[config.mk]
export PLATFORM = sky130hd
export DESIGN_NAME = ah_div_result_fifo
export DESIGN_NICKNAME = d
export VERILOG_FILES = /design/src/rtl/ah_div_result_fifo.sv
export SDC_FILE = /design/constraint.sdc
export NUM_CORES = 1
export LEC_CHECK = 0
export CORE_ASPECT_RATIO = 1.4
export CORE_MARGIN = 1
export CORE_UTILIZATION = 65
export DETAILED_ROUTE_END_ITERATION = 6
export HOLD_SLACK_MARGIN = 0.12
export PLACE_DENSITY = 0.84
export SLEW_MARGIN = 20
export SYNTH_ARGS = -nofsm -noshare
export SYNTH_HDL_FRONTEND = slang
export SYNTH_SLANG_ARGS = --single-unit
[constraint.sdc]
create_clock -name clk -period 9.8 [get_ports clk]
set_input_delay 1.96 -clock clk [delete_from_list [all_inputs] [get_ports clk]]
set_output_delay 1.96 -clock clk [all_outputs]
set_load 0.05 [all_outputs]
[src/rtl/ah_div_result_fifo.sv]
// ah_div_result_fifo
// Captures every result from the pipelined divider into a small show-ahead
// FIFO and hands it to the consumer over a valid/ready handshake. A credit
// counter (stored + in-flight) tells the issuing logic when another divide
// may start without any chance of losing its result.
module ah_div_result_fifo #(
    parameter int WIDTH = 50,
    parameter int DEPTH = 16
) (
    input  logic                           clk,
    input  logic                           rst_n,
    input  logic                           issue,
    output logic                           issue_ready,
    input  logic                           in_valid,
    input  logic [WIDTH-1:0]               in_quotient,
    input  logic                           in_div_by_zero,
    output logic                           out_valid,
    input  logic                           out_ready,
    output logic [WIDTH-1:0]               out_quotient,
    output logic                           out_div_by_zero,
    output logic [$clog2(DEPTH+1)-1:0]     count,
    output logic [$clog2(DEPTH+1)-1:0]     inflight,
    output logic                           overflow,
    output logic                           unexpected
);

    localparam int AW = $clog2(DEPTH);
    localparam int CW = $clog2(DEPTH+1);
    localparam logic [CW-1:0] FULL_CNT  = CW'(DEPTH);
    localparam logic [CW:0]   CRED_LIM  = (CW+1)'(DEPTH);

    // Storage: each entry is {div_by_zero, quotient}
    logic [WIDTH:0]  r_mem [DEPTH];
    logic [AW-1:0]   r_wr_ptr;
    logic [AW-1:0]   r_rd_ptr;
    logic [CW-1:0]   r_count;
    logic [CW-1:0]   r_inflight;
    logic            r_overflow;
    logic            r_unexpected;

    logic            w_full;
    logic            w_pop;
    logic            w_push;
    logic            w_drop;
    logic            w_issue_acc;
    logic            w_return;
    logic            w_stray;
    logic [CW:0]     w_credit_sum;
    logic [CW-1:0]   w_count_nxt;
    logic [CW-1:0]   w_inflight_nxt;
    logic [WIDTH:0]  w_head;

    // Handshake decode and credit availability (registered counters only)
    always_comb begin
        w_full       = (r_count == FULL_CNT);
        w_pop        = (r_count != '0) && out_ready;
        // A push into a full FIFO is only legal when the head leaves the same cycle
        w_push       = in_valid && (!w_full || w_pop);
        w_drop       = in_valid && !w_push;
        w_credit_sum = {1'b0, r_count} + {1'b0, r_inflight};
        issue_ready  = rst_n && (w_credit_sum < CRED_LIM);
        w_issue_acc  = issue && issue_ready;
        // A result with nothing outstanding leaves inflight saturated at zero
        w_return     = in_valid && (r_inflight != '0);
        w_stray      = in_valid && (r_inflight == '0);
    end

    // Next-state values for the occupancy and credit counters
    always_comb begin
        w_count_nxt = r_count;
        if (w_push && !w_pop) begin
            w_count_nxt = r_count + CW'(1);
        end else if (!w_push && w_pop) begin
            w_count_nxt = r_count - CW'(1);
        end

        w_inflight_nxt = r_inflight;
        if (w_issue_acc && !w_return) begin
            w_inflight_nxt = r_inflight + CW'(1);
        end else if (!w_issue_acc && w_return) begin
            w_inflight_nxt = r_inflight - CW'(1);
        end
    end

    // Result array write; contents need no reset since count gates visibility
    always_ff @(posedge clk) begin
        if (w_push) begin
            r_mem[r_wr_ptr] <= {in_div_by_zero, in_quotient};
        end
    end

    // Pointers, counters and sticky error flags
    always_ff @(posedge clk) begin
        if (!rst_n) begin
            r_wr_ptr     <= '0;
            r_rd_ptr     <= '0;
            r_count      <= '0;
            r_inflight   <= '0;
            r_overflow   <= 1'b0;
            r_unexpected <= 1'b0;
        end else begin
            if (w_push) begin
                r_wr_ptr <= r_wr_ptr + AW'(1);
            end
            if (w_pop) begin
                r_rd_ptr <= r_rd_ptr + AW'(1);
            end
            r_count    <= w_count_nxt;
            r_inflight <= w_inflight_nxt;
            if (w_drop) begin
                r_overflow <= 1'b1;
            end
            if (w_stray) begin
                r_unexpected <= 1'b1;
            end
        end
    end

    // Show-ahead head presentation and status outputs
    always_comb begin
        w_head          = r_mem[r_rd_ptr];
        out_valid       = (r_count != '0);
        out_quotient    = w_head[WIDTH-1:0];
        out_div_by_zero = w_head[WIDTH];
        count           = r_count;
        inflight        = r_inflight;
        overflow        = r_overflow;
        unexpected      = r_unexpected;
    end

endmodule

# Yosys cells after proc, flatten, opt, wreduce, memory -nomap -nowiden
# Memories as Yosys holds them, arrays and structs flattened. A register that Yosys moved wholly into a read port is not among the register bits.
# Index checks and enable logic that the tools add are counted.
# W data, S select, Z words.
op_classes:
  addsub: 7
  n_lt_le_gt_ge: 1
  n_eq_ne: 1
  muxes: 8
  reduce_logical: 22
ops:
  columns: ["operator", "n"]
  rows:
  - ["$mux W5", 4]
  - ["$logic_and A1 B1 Y1", 11]
  - ["$add A5 B1 Y5 const B", 2]
  - ["$reduce_bool A5 Y1", 2]
  - ["$sub A5 B1 Y5 const B", 2]
  - ["$add A4 B1 Y4 const B", 2]
  - ["$mux W4", 2]
  - ["$add A5 B5 Y6", 1]
  - ["$lt A6 B5 Y1 const B", 1]
  - ["$eq A5 B5 Y1 const B", 1]
  - ["$logic_not A1 Y1", 5]
  - ["$logic_not A5 Y1", 1]
  - ["$reduce_bool A2 Y1", 2]
  - ["$mux W1", 2]
  - ["$logic_or A1 B1 Y1", 1]
totals:
  ff_bits: 20
  mem_bits_rw: 816
  in_bits: 56
  output_inout_bits: 65
  elab_cells: 46
  mem_count: 1
memory_table:
  columns: ["name", "depth", "word_bits", "read_ports", "rd_clocked_by_memory_dff", "write_ports", "line_no", "text"]
  rows:
  - ["r_mem", 16, 51, 1, 1, 1, "33", "logic [WIDTH:0] r_mem [DEPTH];"]

# Depth between registers and ports, before layout
# Gate-level depths: netlist of the first run.
depth:
  ltp_word: 8
  ltp_mapped: 12

# Worst setup path after synthesis of the first run
# OpenSTA, ideal clock, no wires.
synth_path:
  kind: "input to register"
  from: "in out_ready"
  to: "mem r_mem[0][0] (netlist bit), enable pin"
  setup_time_ps: 523
  arrival_ps: 5989
  required_time_ps: 9277
  slack_ps: 3288
  stages: 4
  cell_sequence: "or2b_1 -> or2_1 -> nand3_1 -> nor3_1"
synth_between:
  elab_chain_len: 5
synth_lines:
  columns: ["item", "line_no", "text"]
  rows:
  - ["start, declared", "18", "input logic out_ready,"]
  - ["$logic_and A1 B1 Y1", "56", "w_pop = (r_count != '0) && out_ready;"]
  - ["$logic_or A1 B1 Y1", "58", "w_push = in_valid && (!w_full || w_pop);"]
  - ["$logic_and A1 B1 Y1", "58", null]
  - ["$mux W1", "87", "if (w_push) begin"]
  - ["$mux W1 (implied by the code)", "88", "r_mem[r_wr_ptr] <= {in_div_by_zero, in_quotient};"]
  - ["end, declared", "33", null]
# Every way passes these cells.

==> impl_metrics.tcl, run 1 <==
set metrics [dict create \
    tightest_slew_ns 1.104 \
    floorplan.initialDensity 0.6606 \
    cts_tree "built" \
    root_buffer_master "sky130_fd_sc_hd__clkbuf_16" \
    die_y_um 264.0 \
    worst-endpoint-required_ns 7.84 \
    wirelength_um 75330 \
    numCtsBuffers 70 \
    fp.coreArea_mm2 0.04826 \
    start_kind "flop" \
    buffer_ports.inserted 120 \
    timing_hold_violations_final 0 \
    clock_path_buffers 3 \
    final.hold.worst_slack_ns 0.4798 \
    cts_resized 0 \
    layout_cell_share_with_drive_strength_beyond_1 0.2199 \
    drt-pass1-iter-count 5 \
    setup_repair_after_global_routing_missed_its_margin "no" \
    drt-initial-drc-count 2315 \
    final.setup.worst_slack_ns 3.558 \
    postCtsHoldBufs 0 \
    placed_cell_areas_mm2 0.03389 \
    global_route.usage.total 0.3115 \
    endpoint_kind "primary output" \
    final_antenna_net_count 0 \
    power.ir.vdd_worst_v 0.0002407 \
    synth-seq-area-share 0.7837 \
    ys_async_sr_fraction 0 \
    synth_area_mm2 0.03188 \
    fp.dieArea_mm2 0.04995 \
    dp_hpwl_um 33430 \
    relSlewSlack 0.2624 \
    htree_levels 3 \
    remaining_drc_errors 0 \
    dominantRegCellSynth "sky130_fd_sc_hd__edfxtp_1" \
    post-layout-total-power_mw 9.132 \
    final_cells 2235 \
    postSynthCellCount 1413 \
    clock_sink_count 840 \
    number_of_nets_in_the_synthesized_netlist 1488 \
    grt_first_pass_wirelength_um 109300 \
    layout_worst_path_cycle_share 0.6369 \
    yosysWarningCount 0 \
    viasPerCell 7.150 \
    first_global_vias 16710 \
    die_width_um 189.2 \
    finalClockSkew_ns 0.01812 \
    clock_insertion_delay_at_the_later_pin_of_the_skew_report_ns 0.61 \
    max-cap-violations 0 \
    top_level_ports 121 \
    placementRows 95 \
    avgRoutedWirePerCell_um 33.70 \
    place.detailed.instances 2113 \
    post-cts-setup-buffer-count 0 \
    fin_setup_tns_ns 0 \
    antenna_violations_before_repair 5 \
    postSynthAreaPerCell_um2 22.56 \
    global_route_total_overflow 0 \
    outcome "completed" \
    yosys_register_bits 840 \
    library_cells_used_by_synthesis 42 \
    grt_start_max_net_pins 108 \
    final_design_area_no_fill_mm2 0.03599 \
    finalWeightedCongestion 0.7245 \
    pre_cts_ws_ns 3.626 \
    cellLeakagePower_nw 11.18 \
    finalCoreUtilization 0.7457 \
    final_setup_violation_count 0 \
    cellPowerDensity_mw_per_mm2 253.8 \
    path_class "flop to primary output" \
    final_net_count 1630 \
    syn2layout_area_growth_pct 12.89 \
    vias 15980 \
    timing_max_transition_violations_final 0 \
    timing.reg2reg.setup_slack_ns 6.28 \
    max_clock_freq_mhz 160.2 \
    synth-edff-count 816 \
    hp-class "flop to flop" \
    worstPathMaxFanout 75 \
    cts.reportedPaths.clkPinSlew_ns 0.07 \
    timing.final.crit_period_ns 6.242 \
    worst-endpoint-arrival_ns 4.28 \
]
-- cells in the mapped netlist (6+ instances only) --
master,number,share of area
sky130_fd_sc_hd__and2_1,10,0.0020
sky130_fd_sc_hd__nor2b_1,7,0.0014
sky130_fd_sc_hd__a22oi_1,102,0.024
sky130_fd_sc_hd__clkbuf_1,41,0.0048
sky130_fd_sc_hd__nor2_1,16,0.0019
sky130_fd_sc_hd__nand2b_1,6,0.0012
sky130_fd_sc_hd__buf_2,28,0.0044
sky130_fd_sc_hd__ha_1,17,0.0067
sky130_fd_sc_hd__a21oi_1,6,0.00094
sky130_fd_sc_hd__xnor2_1,8,0.0022
sky130_fd_sc_hd__edfxtp_1,816,0.77
sky130_fd_sc_hd__buf_1,6,0.00071
sky130_fd_sc_hd__dfxtp_1,24,0.015
sky130_fd_sc_hd__mux4_2,204,0.14
sky130_fd_sc_hd__nand3_1,12,0.0019
sky130_fd_sc_hd__nand2_1,57,0.0067
-- sequential cells by signal, indices dropped and copies added, names as in the netlist, named ones only --
register and cells:
count 5, inflight 5, overflow 1, r_mem 816, r_rd_ptr 4, r_wr_ptr 4, unexpected 1
-- worst max-delay path, stage by stage (launching register included) --
cell and delay, ns:
sky130_fd_sc_hd__dfxtp_4 1.06, sky130_fd_sc_hd__buf_4 0.95, sky130_fd_sc_hd__mux4_2 0.44, sky130_fd_sc_hd__a22oi_1 0.26, sky130_fd_sc_hd__nand2_1 0.17, sky130_fd_sc_hd__clkdlybuf4s50_1 0.75
-- final cells by class --
cell class	instances	area (um2)
flip-flops and latches	840	24990
inverters	5	18.77
fillers	2445	12270
clock inverters	25	162.7
clock buffers	93	1922
repair buffers	148	1424
diodes	4	10.01
well taps	630	788.3
multi-input cells	490	6669
-- worst paths after layout --
check	from	endpoint	cells past startpoint
max	flop	out_quotient[16]	5
min reg2reg	unexpected	unexpected	1
max reg2reg	count[1]	r_mem[12][3]	5
min	unexpected	unexpected	1
-- cell usage in the layout, fill, tap and decap left out, drive strengths merged, types with 3 or more instances in the layout --
master         synthesis  routed
dfxtp                 24      24
nand3                 12      12
edfxtp               816     816
nand2b                 6       6
a21oi                  6       6
mux2i                  5       5
o21ai                  6       6
diode                  0       4
and2                  10      10
mux4                 204     204
nor2                  16      16
nor2b                  7       7
o21a                   3       3
clkbuf                42      93
nand2                 57      57
a22oi                102     102
xnor2                  8       8
clkdlybuf4s50          0     120
ha                    17      17
nor3                   5       5
buf                   36      28
clkinv                 0      18
inv                    5      10
-- routing by layer --
metal,track usage,vias up,part of all wire
li1,-,6250,-
met1,0.4077,8235,0.35
met2,0.5086,1291,0.51
met3,0.06390,203,0.10
met4,0.1471,2,0.040
met5,0,-,0.00016
-- cell families after synthesis --
kind of cell             after synthesis  synth area share
flip-flops                           840            0.7837
multiplexers                         209            0.1457
AO/OA/AOI/OAI                        128           0.03030
AND/OR/NAND/NOR                      126           0.01888
buffers and inverters                 83           0.01126
adder cells (fa/ha/maj)               19          0.007928
XOR/XNOR                               8          0.002198
-- report_power, final --
| part | internal [mW] | leakage (nW) | switching (mW) |
|---|---|---|---|
| sequential | 4.04 | 7.57 | 0.120 |
| combinational | 1.01 | 2.59 | 1.29 |
| clock | 1.41 | 1.02 | 1.26 |
| total | 6.46 | 11.2 | 2.67 |
Power figures use the tool's default switching activity.
==> inputs of run 2 (changes only) <==
CORE_UTILIZATION = 60   (was 65)
PLACE_DENSITY = 0.79   (was 0.84)
clock period = 5.8 ns   (was 9.8 ns; I/O delays follow)
==> run 2 against run 1 <==
Via count fell by 3.1%. Register-to-register slack got worse by 3.6 ns. Clock power rose by 87%. Sequential share of layout area fell by 1.4 points. Count of clock-buffer cells in the layout fell by 4. Power rose by 75%. Worst hold slack improved by 0.0044 ns. Setup slack got worse by 2.7 ns. Sequential power rose by 70%. Critical path depth did not move. Largest power group unchanged.
==> impl_metrics.tcl, run 2 (synthesis gave the netlist of run 1 again) <==
set metrics [dict create \
    outcome "completed" \
    power_report.internal_total_mw 11.50 \
    floorplan.initialDensity 0.6098 \
    crit_buf_inv 2 \
    die_width_um 196.8 \
    max_clock_freq_mhz 204.1 \
    cts_tree "built" \
    path_class "flop to primary output" \
    top_level_ports 121 \
    finalClockSkew_ns 0.02401 \
    fp.coreArea_mm2 0.05227 \
    placementRows 99 \
    fin_setup_tns_ns 0 \
    numCtsBuffers 74 \
    cellPowerDensity_mw_per_mm2 435.1 \
    avgRoutedWirePerCell_um 30.19 \
    clock_insertion_delay_at_the_later_pin_of_the_skew_report_ns 0.61 \
    start_kind "flop" \
    regMostFlops "r_mem" \
    filler_cell_count 2948 \
    worst-endpoint-required_ns 4.64 \
    endpoint_kind "primary output" \
    combPwrFrac 0.245 \
    wirelength_um 70770 \
    critPathMaxStageDelay_ns 1.00 \
    power.ir.vdd_worst_v 0.0003770 \
    finalWeightedCongestion 0.7169 \
    grt_first_pass_wirelength_um 104200 \
    global_route_total_overflow 0 \
    htree_levels 3 \
    p_sw_mw 4.467 \
    hp-class "flop to flop" \
    max-cap-violations 0 \
    critical_path.reg2reg.startpoint "inflight[1]" \
    drt-pass1-iter-count 5 \
    buffer_ports.inserted 120 \
    drt-initial-drc-count 1563 \
    die_y_um 274.7 \
    mostFrequentLayoutCells "sky130_fd_sc_hd__edfxtp_1, sky130_fd_sc_hd__mux4_2, sky130_fd_sc_hd__clkdlybuf4s50_1" \
    postCtsHoldBufs 0 \
    timing_max_transition_violations_final 0 \
    share_clk_of_total_power 0.312 \
    fp.dieArea_mm2 0.05407 \
    layout_cell_share_with_drive_strength_beyond_1 0.2382 \
    global_route.usage.total 0.2706 \
    critical_path_cell_count 5 \
    cts.reportedPaths.clkPinSlew_ns 0.06 \
    tightest_slew_ns 1.121 \
    post-cts-setup-buffer-count 0 \
    viasPerCell 6.607 \
    final_setup_violation_count 0 \
    power_switching_share 0.2797 \
    timing.final.crit_period_ns 4.899 \
    relSlewSlack 0.2509 \
    cts_resized 0 \
    path_cells "buf_4 > mux4_2 > a22oi_1 > nand2_1 > clkdlybuf4s50_1" \
    timing.critical_path.slowest_stage_cell "sky130_fd_sc_hd__dfxtp_4" \
    root_buffer_master "sky130_fd_sc_hd__clkbuf_16" \
    vias 15490 \
    timing_hold_violations_final 0 \
    final_net_count 1654 \
    final-seq-area_mm2 0.02499 \
    antenna_violations_before_repair 7 \
    grt_start_max_net_pins 55 \
    dp_hpwl_um 34320 \
    largest_reg_flops 816 \
    path_delay_family "buffers and inverters" \
    r2r.worst_path.cells 12 \
    worst-endpoint-arrival_ns 3.74 \
    clock_sink_count 840 \
    multi_input_area_mm2 0.006669 \
    final_antenna_net_count 0 \
    finalCoreUtilization 0.7023 \
    cellLeakagePower_nw 11.49 \
    layout_worst_path_cycle_share 0.8447 \
    worstPathMaxFanout 43 \
    timing.reg2reg.setup_slack_ns 2.73 \
    final_common_cell "sky130_fd_sc_hd__edfxtp_1" \
    reg2reg_to "inflight[3]" \
    remaining_drc_errors 0 \
    power_frac_seq 0.442 \
    first_global_vias 16420 \
    syn2layout_area_growth_pct 15.15 \
    setup_repair_after_global_routing_missed_its_margin "no" \
    clock_path_buffers 3 \
    worst_setup_path_endpoint "out_quotient[22]" \
]
[run 2: how the worst min path moves through the flow]
| stage | cells after the start | slack (ns) | start | to |
|---|---|---|---|---|
| after CTS | 1 | 0.49 | unexpected | unexpected |
| after global routing | 1 | 0.51 | unexpected | unexpected |
| final | 1 | 0.48 | unexpected | unexpected |
| after floorplan | 2 | 0.49 | r_wr_ptr[1] | r_wr_ptr[1] |
| after global placement | 1 | 0.45 | unexpected | unexpected |
| after detailed placement | 1 | 0.47 | unexpected | unexpected |
[run 2: through the flow]
stage	instance area (um2)	power [mW]	hold WS [ns]	setup WS [ns]	std cells
6_report	36710	15.97	0.4842	0.9009	2344
5_1_grt	36700	16.49	0.5102	0.7349	2342
4_1_cts	36700	16.09	0.4883	0.7997	2340
3_5_place_dp	34240	11.09	0.4699	1.491	2210
3_3_place_gp	34240	11.02	0.4534	1.539	2210
2_1_floorplan	31880	9.976	0.4888	0.08839	1413
[run 2: per-layer routing]
| layer | vias to the layer above | GRT usage | wire [um] |
|---|---|---|---|
| met2 | 937 | 0.4605 | 36890 |
| li1 | 6304 | - | - |
| met3 | 144 | 0.05075 | 5930 |
| met5 | - | 0 | 37 |
| met1 | 8096 | 0.3490 | 25890 |
| met4 | 6 | 0.1063 | 2022 |
[run 2: final cells by class]
class / count / share of cell area
sequential: 840 / 0.6808
multi-input combinational: 490 / 0.1817
clock buffer: 89 / 0.05515
timing repair buffer: 168 / 0.04560
tap: 707 / 0.02410
clock inverter: 41 / 0.01190
inverter: 5 / 0.0005113
antenna: 4 / 0.0002727
[run 2: worst register-to-register path, stage by stage, from the launching register on]
cell,delay [ns]
sky130_fd_sc_hd__dfxtp_1,0.47
sky130_fd_sc_hd__ha_1,0.29
sky130_fd_sc_hd__a31o_2,0.24
sky130_fd_sc_hd__a21oi_1,0.14
sky130_fd_sc_hd__nor2b_1,0.07
sky130_fd_sc_hd__nor4_1,0.29
sky130_fd_sc_hd__ha_1,0.23
sky130_fd_sc_hd__inv_1,0.11
sky130_fd_sc_hd__ha_1,0.29
sky130_fd_sc_hd__a21o_1,0.10
sky130_fd_sc_hd__a21oi_1,0.08
sky130_fd_sc_hd__or4b_2,0.61
sky130_fd_sc_hd__nand3_1,0.09
[run 2: power by group through the flow]
stage | Combinational (mW) | Sequential, mW | Clock (mW)
global placement | 3.84 | 7.18 | 0
CTS | 3.96 | 7.07 | 5.05
floorplan | 2.87 | 7.11 | 0
global route | 4.15 | 7.09 | 5.25
finish | 3.92 | 7.06 | 4.99
detailed placement | 3.90 | 7.19 | 0
==> inputs of run 3 (changes only) <==
CORE_UTILIZATION = 55   (was 60)
PLACE_DENSITY = 0.76   (was 0.79)
clock period = 4.4 ns   (was 5.8 ns; I/O delays follow)
==> run 3 against run 2 <==
Wire length shrank 1.8%. Combinational power is 33% higher. Critical path depth is the same. Final area increased by 0.17%. First-iteration DRC count fell by 12%. Largest cell class unchanged. Largest power group unchanged.
==> impl_metrics.tcl, run 3 (synthesis gave the netlist of run 1 again) <==
set metrics [dict create \
    outcome "completed" \
    final.setup.worst_slack_ns 0.2190 \
    tightest_slew_ns 0.7622 \
    critical_path.reg2reg.startpoint "count[1]" \
    critPathMaxStageDelay_ns 0.73 \
    buffer_ports.inserted 120 \
    finalWeightedCongestion 0.7252 \
    share_clk_of_total_power 0.303 \
    grt_start_max_net_pins 52 \
    largest_reg_flops 816 \
    critical_path_cell_count 5 \
    combPwrFrac 0.253 \
    placed_cell_areas_mm2 0.03445 \
    wirelength_um 69490 \
    drt-pass1-iter-count 5 \
    layout_worst_path_cycle_share 0.9502 \
    htree_levels 3 \
    clock_path_buffers 3 \
    pre_cts_ws_ns 0.8569 \
    grt_first_pass_wirelength_um 101900 \
    path_class "flop to primary output" \
    power_frac_seq 0.445 \
    first_global_vias 16120 \
    hp-class "flop to flop" \
    r2r.worst_path.cells 12 \
    remaining_drc_errors 0 \
    multi_input_area_mm2 0.006694 \
    place.detailed.instances 2248 \
    timing.reg2reg.setup_slack_ns 1.27 \
    setup_repair_after_global_routing_missed_its_margin "no" \
    start_kind "flop" \
    avgRoutedWirePerCell_um 29.23 \
    finalClockSkew_ns 0.02139 \
    final_net_count 1657 \
    worst-endpoint-required_ns 3.52 \
    max_clock_freq_mhz 239.2 \
    timing.final.crit_period_ns 4.181 \
    numCtsBuffers 74 \
    cts_resized 0 \
    final_setup_violation_count 0 \
    max-cap-violations 0 \
    power_report.internal_total_mw 14.86 \
    viasPerCell 6.433 \
    fin_setup_tns_ns 0 \
    final_common_cell "sky130_fd_sc_hd__edfxtp_1" \
    final_design_area_no_fill_mm2 0.03677 \
    final_antenna_net_count 0 \
    floorplan.initialDensity 0.5555 \
    worst_setup_path_endpoint "out_quotient[30]" \
    placementRows 104 \
    die_y_um 286.9 \
    syn2layout_area_growth_pct 15.35 \
    regMostFlops "r_mem" \
    p_sw_mw 5.853 \
    root_buffer_master "sky130_fd_sc_hd__clkbuf_16" \
    worst-endpoint-arrival_ns 3.30 \
    final.hold.worst_slack_ns 0.4721 \
    worstPathMaxFanout 41 \
    fp.dieArea_mm2 0.05894 \
    postCtsHoldBufs 0 \
    cellPowerDensity_mw_per_mm2 563.3 \
    timing_hold_violations_final 0 \
    timing.critical_path.slowest_stage_cell "sky130_fd_sc_hd__clkdlybuf4s50_1" \
    layout_cell_share_with_drive_strength_beyond_1 0.2377 \
    global_route_total_overflow 0 \
    dp_hpwl_um 35630 \
    finalCoreUtilization 0.6408 \
    power_switching_share 0.2825 \
    cellLeakagePower_nw 11.44 \
    post-cts-setup-buffer-count 0 \
    path_delay_family "buffers and inverters" \
    reg2reg_to "inflight[3]" \
    top_level_ports 121 \
    final-seq-area_mm2 0.02499 \
    die_width_um 205.5 \
    cts.reportedPaths.clkPinSlew_ns 0.07 \
    mostFrequentLayoutCells "sky130_fd_sc_hd__edfxtp_1, sky130_fd_sc_hd__mux4_2, sky130_fd_sc_hd__clkdlybuf4s50_1" \
    global_route.usage.total 0.2417 \
    drt-initial-drc-count 1380 \
    power.ir.vdd_worst_v 0.0003743 \
    clock_insertion_delay_at_the_later_pin_of_the_skew_report_ns 0.61 \
    antenna_violations_before_repair 6 \
    post-layout-total-power_mw 20.71 \
    vias 15290 \
    final_cells 2377 \
    clock_sink_count 840 \
    path_cells "buf_12 > mux4_2 > a22oi_1 > nand2_1 > clkdlybuf4s50_1" \
    fp.coreArea_mm2 0.05739 \
    cts_tree "built" \
    relSlewSlack 0.4919 \
    filler_cell_count 3615 \
    crit_buf_inv 2 \
    timing_max_transition_violations_final 0 \
    endpoint_kind "primary output" \
]
-- run 3: cell types whose count changed in the layout (fill, tap and decap cells not counted), moves of 2 or more --
cell and change:
sky130_fd_sc_hd__clkinv_4 -2, sky130_fd_sc_hd__buf_4 -7, sky130_fd_sc_hd__clkinv_1 -3, sky130_fd_sc_hd__clkbuf_16 -2, sky130_fd_sc_hd__bufinv_16 -4, sky130_fd_sc_hd__nor3_4 +4
sky130_fd_sc_hd__buf_12 +10, sky130_fd_sc_hd__clkbuf_1 +3, sky130_fd_sc_hd__nor3_2 -4
-- run 3: cell type report --
cell class              count  area share
inverters                   5   0.0005104
well taps                 742     0.02525
flip-flops and latches    840      0.6797
diodes                      3   0.0002042
multi-input cells         490      0.1820
clock inverters            35    0.008405
clock buffers              91     0.05438
repair buffers            171     0.04954
-- run 3: metal layers --
layer / track usage / share of wire / vias up
met1: 0.3122 / 0.38 / 8102
met3: 0.04331 / 0.069 / 166
li1: - / - / 6318
met5: 0 / 0.00072 / -
met2: 0.4070 / 0.52 / 697
met4: 0.09852 / 0.035 / 8
-- run 3: worst min-delay path by stage --
stage | from | endpoint | slack, ns | cells past startpoint
2_1_floorplan | r_wr_ptr[1] | r_wr_ptr[1] | 0.49 | 2
3_3_place_gp | unexpected | unexpected | 0.45 | 1
3_5_place_dp | unexpected | unexpected | 0.46 | 1
4_1_cts | unexpected | unexpected | 0.48 | 1
5_1_grt | unexpected | unexpected | 0.49 | 1
6_report | unexpected | unexpected | 0.47 | 1
-- run 3: worst register-to-register path, cell delays in order, from the launching register on --
cell                      delay (ns)
sky130_fd_sc_hd__dfxtp_1        0.48
sky130_fd_sc_hd__ha_1           0.28
sky130_fd_sc_hd__a31o_2         0.24
sky130_fd_sc_hd__a21oi_1        0.13
sky130_fd_sc_hd__nor2b_1        0.07
sky130_fd_sc_hd__nor4_1         0.33
sky130_fd_sc_hd__ha_1           0.23
sky130_fd_sc_hd__inv_1          0.11
sky130_fd_sc_hd__ha_1           0.30
sky130_fd_sc_hd__a21o_1         0.11
sky130_fd_sc_hd__a21oi_1        0.08
sky130_fd_sc_hd__or4b_2         0.62
sky130_fd_sc_hd__nand3_1        0.09
-- run 3: power groups by stage --
stage	combinational [mW]	clock, mW	sequential (mW)
after global routing	5.54	6.61	9.23
after global placement	5.19	0	9.36
after CTS	5.31	6.36	9.21
after detailed placement	5.27	0	9.38
after floorplan	3.78	0	9.36
final	5.23	6.27	9.21
